`src/rtl/lpm_pkg.sv`:
```
// Shared LPM definitions: payload width, rule count, entry layout and the
// traversal-counter marking applied to every request the responder accepts.
package lpm_pkg;

    localparam int LPM_DATA_W = 704;
    localparam int lpm_mem_responder_RULE_COUNT = 1;
    localparam int LPM_CNT_W = 8;

    typedef struct packed {
        logic [LPM_DATA_W-1:0] data;
        logic [LPM_CNT_W-1:0]  cnt;
    } lpm_mem_entry_t;

    // Upper payload passes through; the low word counts memory traversals.
    function automatic logic [LPM_DATA_W-1:0] mark(input logic [LPM_DATA_W-1:0] v);
        return {v[LPM_DATA_W-1:32], v[31:0] + 32'd1};
    endfunction

endpackage

```
`src/rtl/lpm_mem_slot.sv`:
```
// One responder entry: payload register plus a memory-delay countdown that
// loads LATENCY on acceptance and steps down on each memdelay firing.
module lpm_mem_slot #(
    parameter int DATA_W  = 704,
    parameter int CNT_W   = 2,
    parameter int LATENCY = 3
) (
    input  logic              CLK,
    input  logic              nRST,
    input  logic              load,
    input  logic [DATA_W-1:0] load_data,
    input  logic              dec,
    output logic [DATA_W-1:0] data,
    output logic              zero
);

    logic [CNT_W-1:0] cnt;

    always_ff @(posedge CLK) begin
        if (!nRST) begin
            cnt <= '0;
        end else if (load) begin
            cnt <= CNT_W'(LATENCY);
        end else if (dec && (cnt != '0)) begin
            cnt <= cnt - 1'b1;
        end
    end

    // Payload is deliberately not reset; occupancy lives in the top's pointers.
    always_ff @(posedge CLK) begin
        if (nRST && load) begin
            data <= load_data;
        end
    end

    assign zero = (cnt == '0);

endmodule

```
`src/rtl/lpm_mem_responder.sv`:
```
// Responder end of the LPM memory protocol: in-order circular buffer of
// requests, each released once it has seen LATENCY memdelay firings.
module lpm_mem_responder
    import lpm_pkg::*;
#(
    parameter int DATA_W  = LPM_DATA_W,
    parameter int DEPTH   = 4,
    parameter int LATENCY = 3
) (
    input  logic                                  CLK,
    input  logic                                  nRST,
    input  logic                                  req__ENA,
    input  logic [DATA_W-1:0]                     req_v,
    output logic                                  req__RDY,
    input  logic                                  resAccept__ENA,
    output logic                                  resAccept__RDY,
    output logic [DATA_W-1:0]                     resValue,
    output logic                                  resValue__RDY,
    input  logic [lpm_mem_responder_RULE_COUNT:0] rule_enable,
    output logic [lpm_mem_responder_RULE_COUNT:0] rule_ready
);

    localparam int AW = $clog2(DEPTH);
    localparam int CW = (LATENCY < 1) ? 1 : $clog2(LATENCY + 1);
    localparam logic [AW:0] FULL = (AW+1)'(DEPTH);

    logic [AW-1:0]     head;
    logic [AW-1:0]     tail;
    logic [AW:0]       count;
    logic [DEPTH-1:0]  occ;
    logic [DEPTH-1:0]  zero;
    logic [DATA_W-1:0] slot_data [DEPTH];
    logic [DATA_W-1:0] marked;
    logic              req_fire;
    logic              acc_fire;
    logic              md_fire;
    logic              unused_rule_enable;

    // DATA_W is expected not to exceed LPM_DATA_W; mark() works on the shared width.
    assign marked = DATA_W'(mark(LPM_DATA_W'(req_v)));

    // Ready/valid: an ENA counts only in a cycle where its RDY is high, and every
    // RDY is a function of registered state alone, never of a same-cycle ENA.
    assign req__RDY       = (count != FULL);
    assign resAccept__RDY = (count != '0) && zero[head];
    assign resValue__RDY  = resAccept__RDY;
    assign resValue       = slot_data[head];

    assign rule_ready[0] = |(occ & ~zero);
    assign rule_ready[lpm_mem_responder_RULE_COUNT:1] = '0;
    assign unused_rule_enable = ^rule_enable[lpm_mem_responder_RULE_COUNT:1];

    assign req_fire = req__ENA && req__RDY;
    assign acc_fire = resAccept__ENA && resAccept__RDY;
    assign md_fire  = rule_enable[0] && rule_ready[0];

    always_comb begin
        occ = '0;
        for (int i = 0; i < DEPTH; i++) begin
            occ[i] = ({1'b0, AW'(i) - head} < count);
        end
    end

    for (genvar g = 0; g < DEPTH; g++) begin : g_slot
        lpm_mem_slot #(
            .DATA_W (DATA_W),
            .CNT_W  (CW),
            .LATENCY(LATENCY)
        ) u_slot (
            .CLK      (CLK),
            .nRST     (nRST),
            .load     (req_fire && (tail == AW'(g))),
            .load_data(marked),
            .dec      (md_fire && occ[g]),
            .data     (slot_data[g]),
            .zero     (zero[g])
        );
    end

    always_ff @(posedge CLK) begin
        if (!nRST) begin
            head  <= '0;
            tail  <= '0;
            count <= '0;
        end else begin
            if (req_fire) begin
                tail <= tail + 1'b1;
            end
            if (acc_fire) begin
                head <= head + 1'b1;
            end
            case ({req_fire, acc_fire})
                2'b10:   count <= count + 1'b1;
                2'b01:   count <= count - 1'b1;
                default: count <= count;
            endcase
        end
    end

endmodule
```
`config.mk`:
```
export PLATFORM = sky130hd
export DESIGN_NAME = lpm_mem_responder
export DESIGN_NICKNAME = d
export VERILOG_FILES = /design/src/rtl/lpm_pkg.sv /design/src/rtl/lpm_mem_slot.sv /design/src/rtl/lpm_mem_responder.sv
export SDC_FILE = /design/constraint.sdc
export NUM_CORES = 2
export LEC_CHECK = 0
export ABC_AREA = 1
export BUFFER_PORTS_ARGS = -buffer_cell sky130_fd_sc_hd__buf_2
export CAP_MARGIN = 20
export CORE_MARGIN = 2
export CORE_UTILIZATION = 25
export DETAILED_ROUTE_END_ITERATION = 7
export PLACE_DENSITY = 0.47
export SKIP_CTS_REPAIR_TIMING = 1
export SYNTH_ARGS = -nofsm -noshare
export SYNTH_HDL_FRONTEND = slang
export SYNTH_SLANG_ARGS = --single-unit
```
`constraint.sdc`:
```
create_clock -name CLK -period 93.9 [get_ports CLK]
set_input_delay 14.085 -clock CLK [delete_from_list [all_inputs] [get_ports CLK]]
set_output_delay 14.085 -clock CLK [all_outputs]
set_load 0.005 [all_outputs]
```
==> impl_metrics.env <==
export IMPL_run_status="complete, but fails checks"
export IMPL_failed_checks="DRC"
export IMPL_async_set_or_reset_flop_fraction_in_the_synthesized_netlist_pct=0
export IMPL_worst_pin_slew_ps=1260
export IMPL_syn_avg_cell_area_um2=16.3
export IMPL_clock_latency_ps=910
export IMPL_synth_seq_area_share_pct=81.3
export IMPL_switching_share_pct=34.3
export IMPL_fin_ws_ps=73930
export IMPL_avgViaCountPerCell=4.76
export IMPL_remaining_drcs=2
export IMPL_synth_flop_cell="sky130_fd_sc_hd__edfxtp_1"
export IMPL_gp_routability_congestion=0.830
export IMPL_power_net_switching_w=0.00126
export IMPL_h_tree_depth=5
export IMPL_fmax_mhz=50.1
export IMPL_grt_max_degree=200
export IMPL_worst_hold_path_num_cells=2
export IMPL_post_route_cells_drive_above_1_share_pct=24.6
export IMPL_drtAntennaViolNets=0
export IMPL_fp_dieH_um=650
export IMPL_grt_pass1_wl_um=470000
export IMPL_cell_variety_after_synth=33
export IMPL_worst_setup_hold_path_clk_slew_ps=60
export IMPL_fp_coreArea_mm2=0.416
export IMPL_grt_util_all_layers_pct=15.1
export IMPL_share_seq_of_total_power_pct=40.2
export IMPL_synth_yosys_warnings=0
export IMPL_dp_worst_setup_slack_ps=73000
export IMPL_setup_violations=0
export IMPL_r2r_slack_ps=86710
export IMPL_clock_sinks=2831
export IMPL_maxSlewViolCount=0
export IMPL_cts_root_buffer="sky130_fd_sc_hd__clkbuf_16"
export IMPL_vdd_ir_drop_worst_v=0.0000223
export IMPL_floorplan_initialDensity_pct=25.1
export IMPL_power_share_combinational_pct=27.8
export IMPL_num_rows=237
export IMPL_crit_path_dat_ps=5890
export IMPL_worstReg2RegEnd="g_slot[1].u_slot.data[284]"
export IMPL_cellLeakagePower_nw=43.1
export IMPL_maxCapViolCount=0
export IMPL_syn_to_final_growth_pct=22.0
export IMPL_timing_setup_tns_ps=0
export IMPL_hold_path_end="g_slot[0].u_slot.cnt[1]"
export IMPL_cts_buffers_inserted=317
export IMPL_pwr_density_cell_mw_per_mm2=28.8
export IMPL_reg2regPathDepth=12
export IMPL_final_critical_path_time_including_i_o_delays_and_setup_ps=19970
export IMPL_die_width_um=650
export IMPL_p_clk_share_pct=32.0
export IMPL_endpoint_kind="primary output"
export IMPL_dr_first_iter_drc_count=5358
export IMPL_buffer_ports_inserted=1416
export IMPL_antenna_found_initial=260
export IMPL_internal_power_w=0.00241
export IMPL_die_area_mm2=0.423
export IMPL_cp_max_fo=164
export IMPL_design_portCount=1419
export IMPL_routed_wirelength_um=337000
export IMPL_vias_in_the_first_global_route=62700
export IMPL_worstReg2RegStart="count[1]"
export IMPL_gr_total_overflow=0
export IMPL_timing_critical_path_from_type="flop"
export IMPL_worstHoldStart="g_slot[0].u_slot.cnt[1]"
export IMPL_cts_tree="yes"
export IMPL_post_synth_instance_area_mm2=0.104
export IMPL_vias=64800
export IMPL_unrepaired_setup_endpoints_after_global_routing="false"
export IMPL_post_detailed_placement_half_perimeter_wirelength_um=212000
export IMPL_worstHoldPathType="reg2reg"
export IMPL_drt_pre_antenna_iters=6
export IMPL_netlist_instances=6387
export IMPL_fin_skew_ps=34.4
export IMPL_clockBufferDepth=4
export IMPL_synth_seq_cells=2831
export IMPL_wire_per_inst_um=24.7
export IMPL_synth_edff_count=2816
export IMPL_synth_net_count=7112
export IMPL_period_share_pct=21.3
export IMPL_timing_worst_setup_path_type="reg2out"
export IMPL_timing_final_hold_violations=0
export IMPL_finalNetCount=8481
export IMPL_data_required_time_of_the_worst_path_ps=79810
export IMPL_slew_hr_pct=16.0
-- power groups by stage --
stage / Sequential [W] / Clock (W) / Combinational [W]
after detailed placement: 0.00150 / 0 / 0.00104
after global placement: 0.00150 / 0 / 0.00104
after floorplan: 0.00156 / 0 / 0.000483
final: 0.00147 / 0.00117 / 0.00102
after global routing: 0.00148 / 0.00125 / 0.00109
after CTS: 0.00147 / 0.00120 / 0.00104
-- flip-flops by register name (all words and copies together), names as in the netlist --
signal,flops
tail,2
head,2
g_slot.u_slot.cnt,8
count,3
g_slot.u_slot.data,2816
-- cell usage after synthesis, types with 17 or more instances --
cell / n / area, µm²
sky130_fd_sc_hd__a22oi_1: 704 / 5290
sky130_fd_sc_hd__clkbuf_1: 207 / 777
sky130_fd_sc_hd__edfxtp_1: 2816 / 84600
sky130_fd_sc_hd__buf_2: 220 / 1100
sky130_fd_sc_hd__buf_4: 26 / 195
sky130_fd_sc_hd__nand3_1: 2128 / 10700
sky130_fd_sc_hd__xor2_1: 18 / 158
sky130_fd_sc_hd__nand2_1: 56 / 210
sky130_fd_sc_hd__inv_1: 44 / 165
sky130_fd_sc_hd__nor2_1: 26 / 97.6
sky130_fd_sc_hd__a21oi_1: 17 / 85.1
sky130_fd_sc_hd__buf_1: 19 / 71.3
-- layout by cell type, fill, tap and decap left out, drive strengths merged --
master	Yosys	final
nor3	12	12
buf	266	1523
diode	0	120
o22ai	2	2
o21ai	14	14
nand4	13	13
dfxtp	15	15
ha	14	14
nor2	34	34
xnor2	10	10
nand3	2131	2131
edfxtp	2816	2816
nand3b	1	1
clkinvlp	0	3
clkinv	0	148
fa	1	1
clkbuf	207	387
nand2	60	60
conb	1	1
bufinv	0	15
xor2	18	18
a22oi	704	704
inv	49	61
o21a	2	2
a21oi	17	17
-- layout make-up --
class | count | area (µm²)
fillers | 41100 | 289000
flip-flops and latches | 2831 | 84900
multi-input cells | 3034 | 17200
clock buffers | 387 | 8260
repair buffers | 1523 | 8090
well taps | 5497 | 6880
clock inverters | 178 | 1540
diodes | 120 | 300
inverters | 49 | 208
-- per-layer routing --
metal / global-route usage [%] / vias to the layer above / wire, µm
met4: 5.98 / 100 / 14200
met5: 0 / - / 621
li1: - / 28400 / -
met1: 17.2 / 33000 / 125000
met2: 26.1 / 2509 / 167000
met3: 5.05 / 819 / 29400
-- cells by family after synthesis --
kind of cell | share of synthesized area (%)
AO/OA/AOI/OAI | 5.24
XOR/XNOR | 0.235
adder cells (fa/ha/maj) | 0.187
buffers and inverters | 2.24
flip-flops | 81.3
other | 0.00359
AND/OR/NAND/NOR | 10.8
-- worst max-delay path by stage --
| stage | cells after the start | endpoint | slack [ps] | startpoint |
|---|---|---|---|---|
| 6_report | 7 | resValue[258] | 73930 | head[1] |
| 5_1_grt | 7 | resValue[303] | 73560 | head[1] |
| 4_1_cts | 9 | resValue[337] | 73800 | head[0] |
| 3_5_place_dp | 9 | g_slot[1].u_slot.data[215] | 73000 | nRST |
| 3_3_place_gp | 9 | g_slot[1].u_slot.data[45] | 72970 | nRST |
| 2_1_floorplan | 4 | g_slot[3].u_slot.data[0] | 48440 | req__ENA |
-- worst max-delay path, cell delays in order, from the launching register on --
cell	delay [ps]
sky130_fd_sc_hd__dfxtp_4	940
sky130_fd_sc_hd__buf_12	530
sky130_fd_sc_hd__buf_4	940
sky130_fd_sc_hd__buf_12	580
sky130_fd_sc_hd__buf_4	840
sky130_fd_sc_hd__nand3_1	140
sky130_fd_sc_hd__nand3_1	160
sky130_fd_sc_hd__buf_2	170
-- metrics by stage --
stage	total power [W]	hold WS [ps]	util (%)	cell area, µm²	cells
4_1_cts	0.00372	493	30.5	127000	13500
3_5_place_dp	0.00254	485	28.2	117000	12900
3_3_place_gp	0.00253	471	28.2	117000	12900
6_report	0.00367	492	30.6	127000	13600
5_1_grt	0.00382	531	30.6	127000	13600
2_1_floorplan	0.00205	459	-	104000	6387
(Power assumes the default switching activity.)
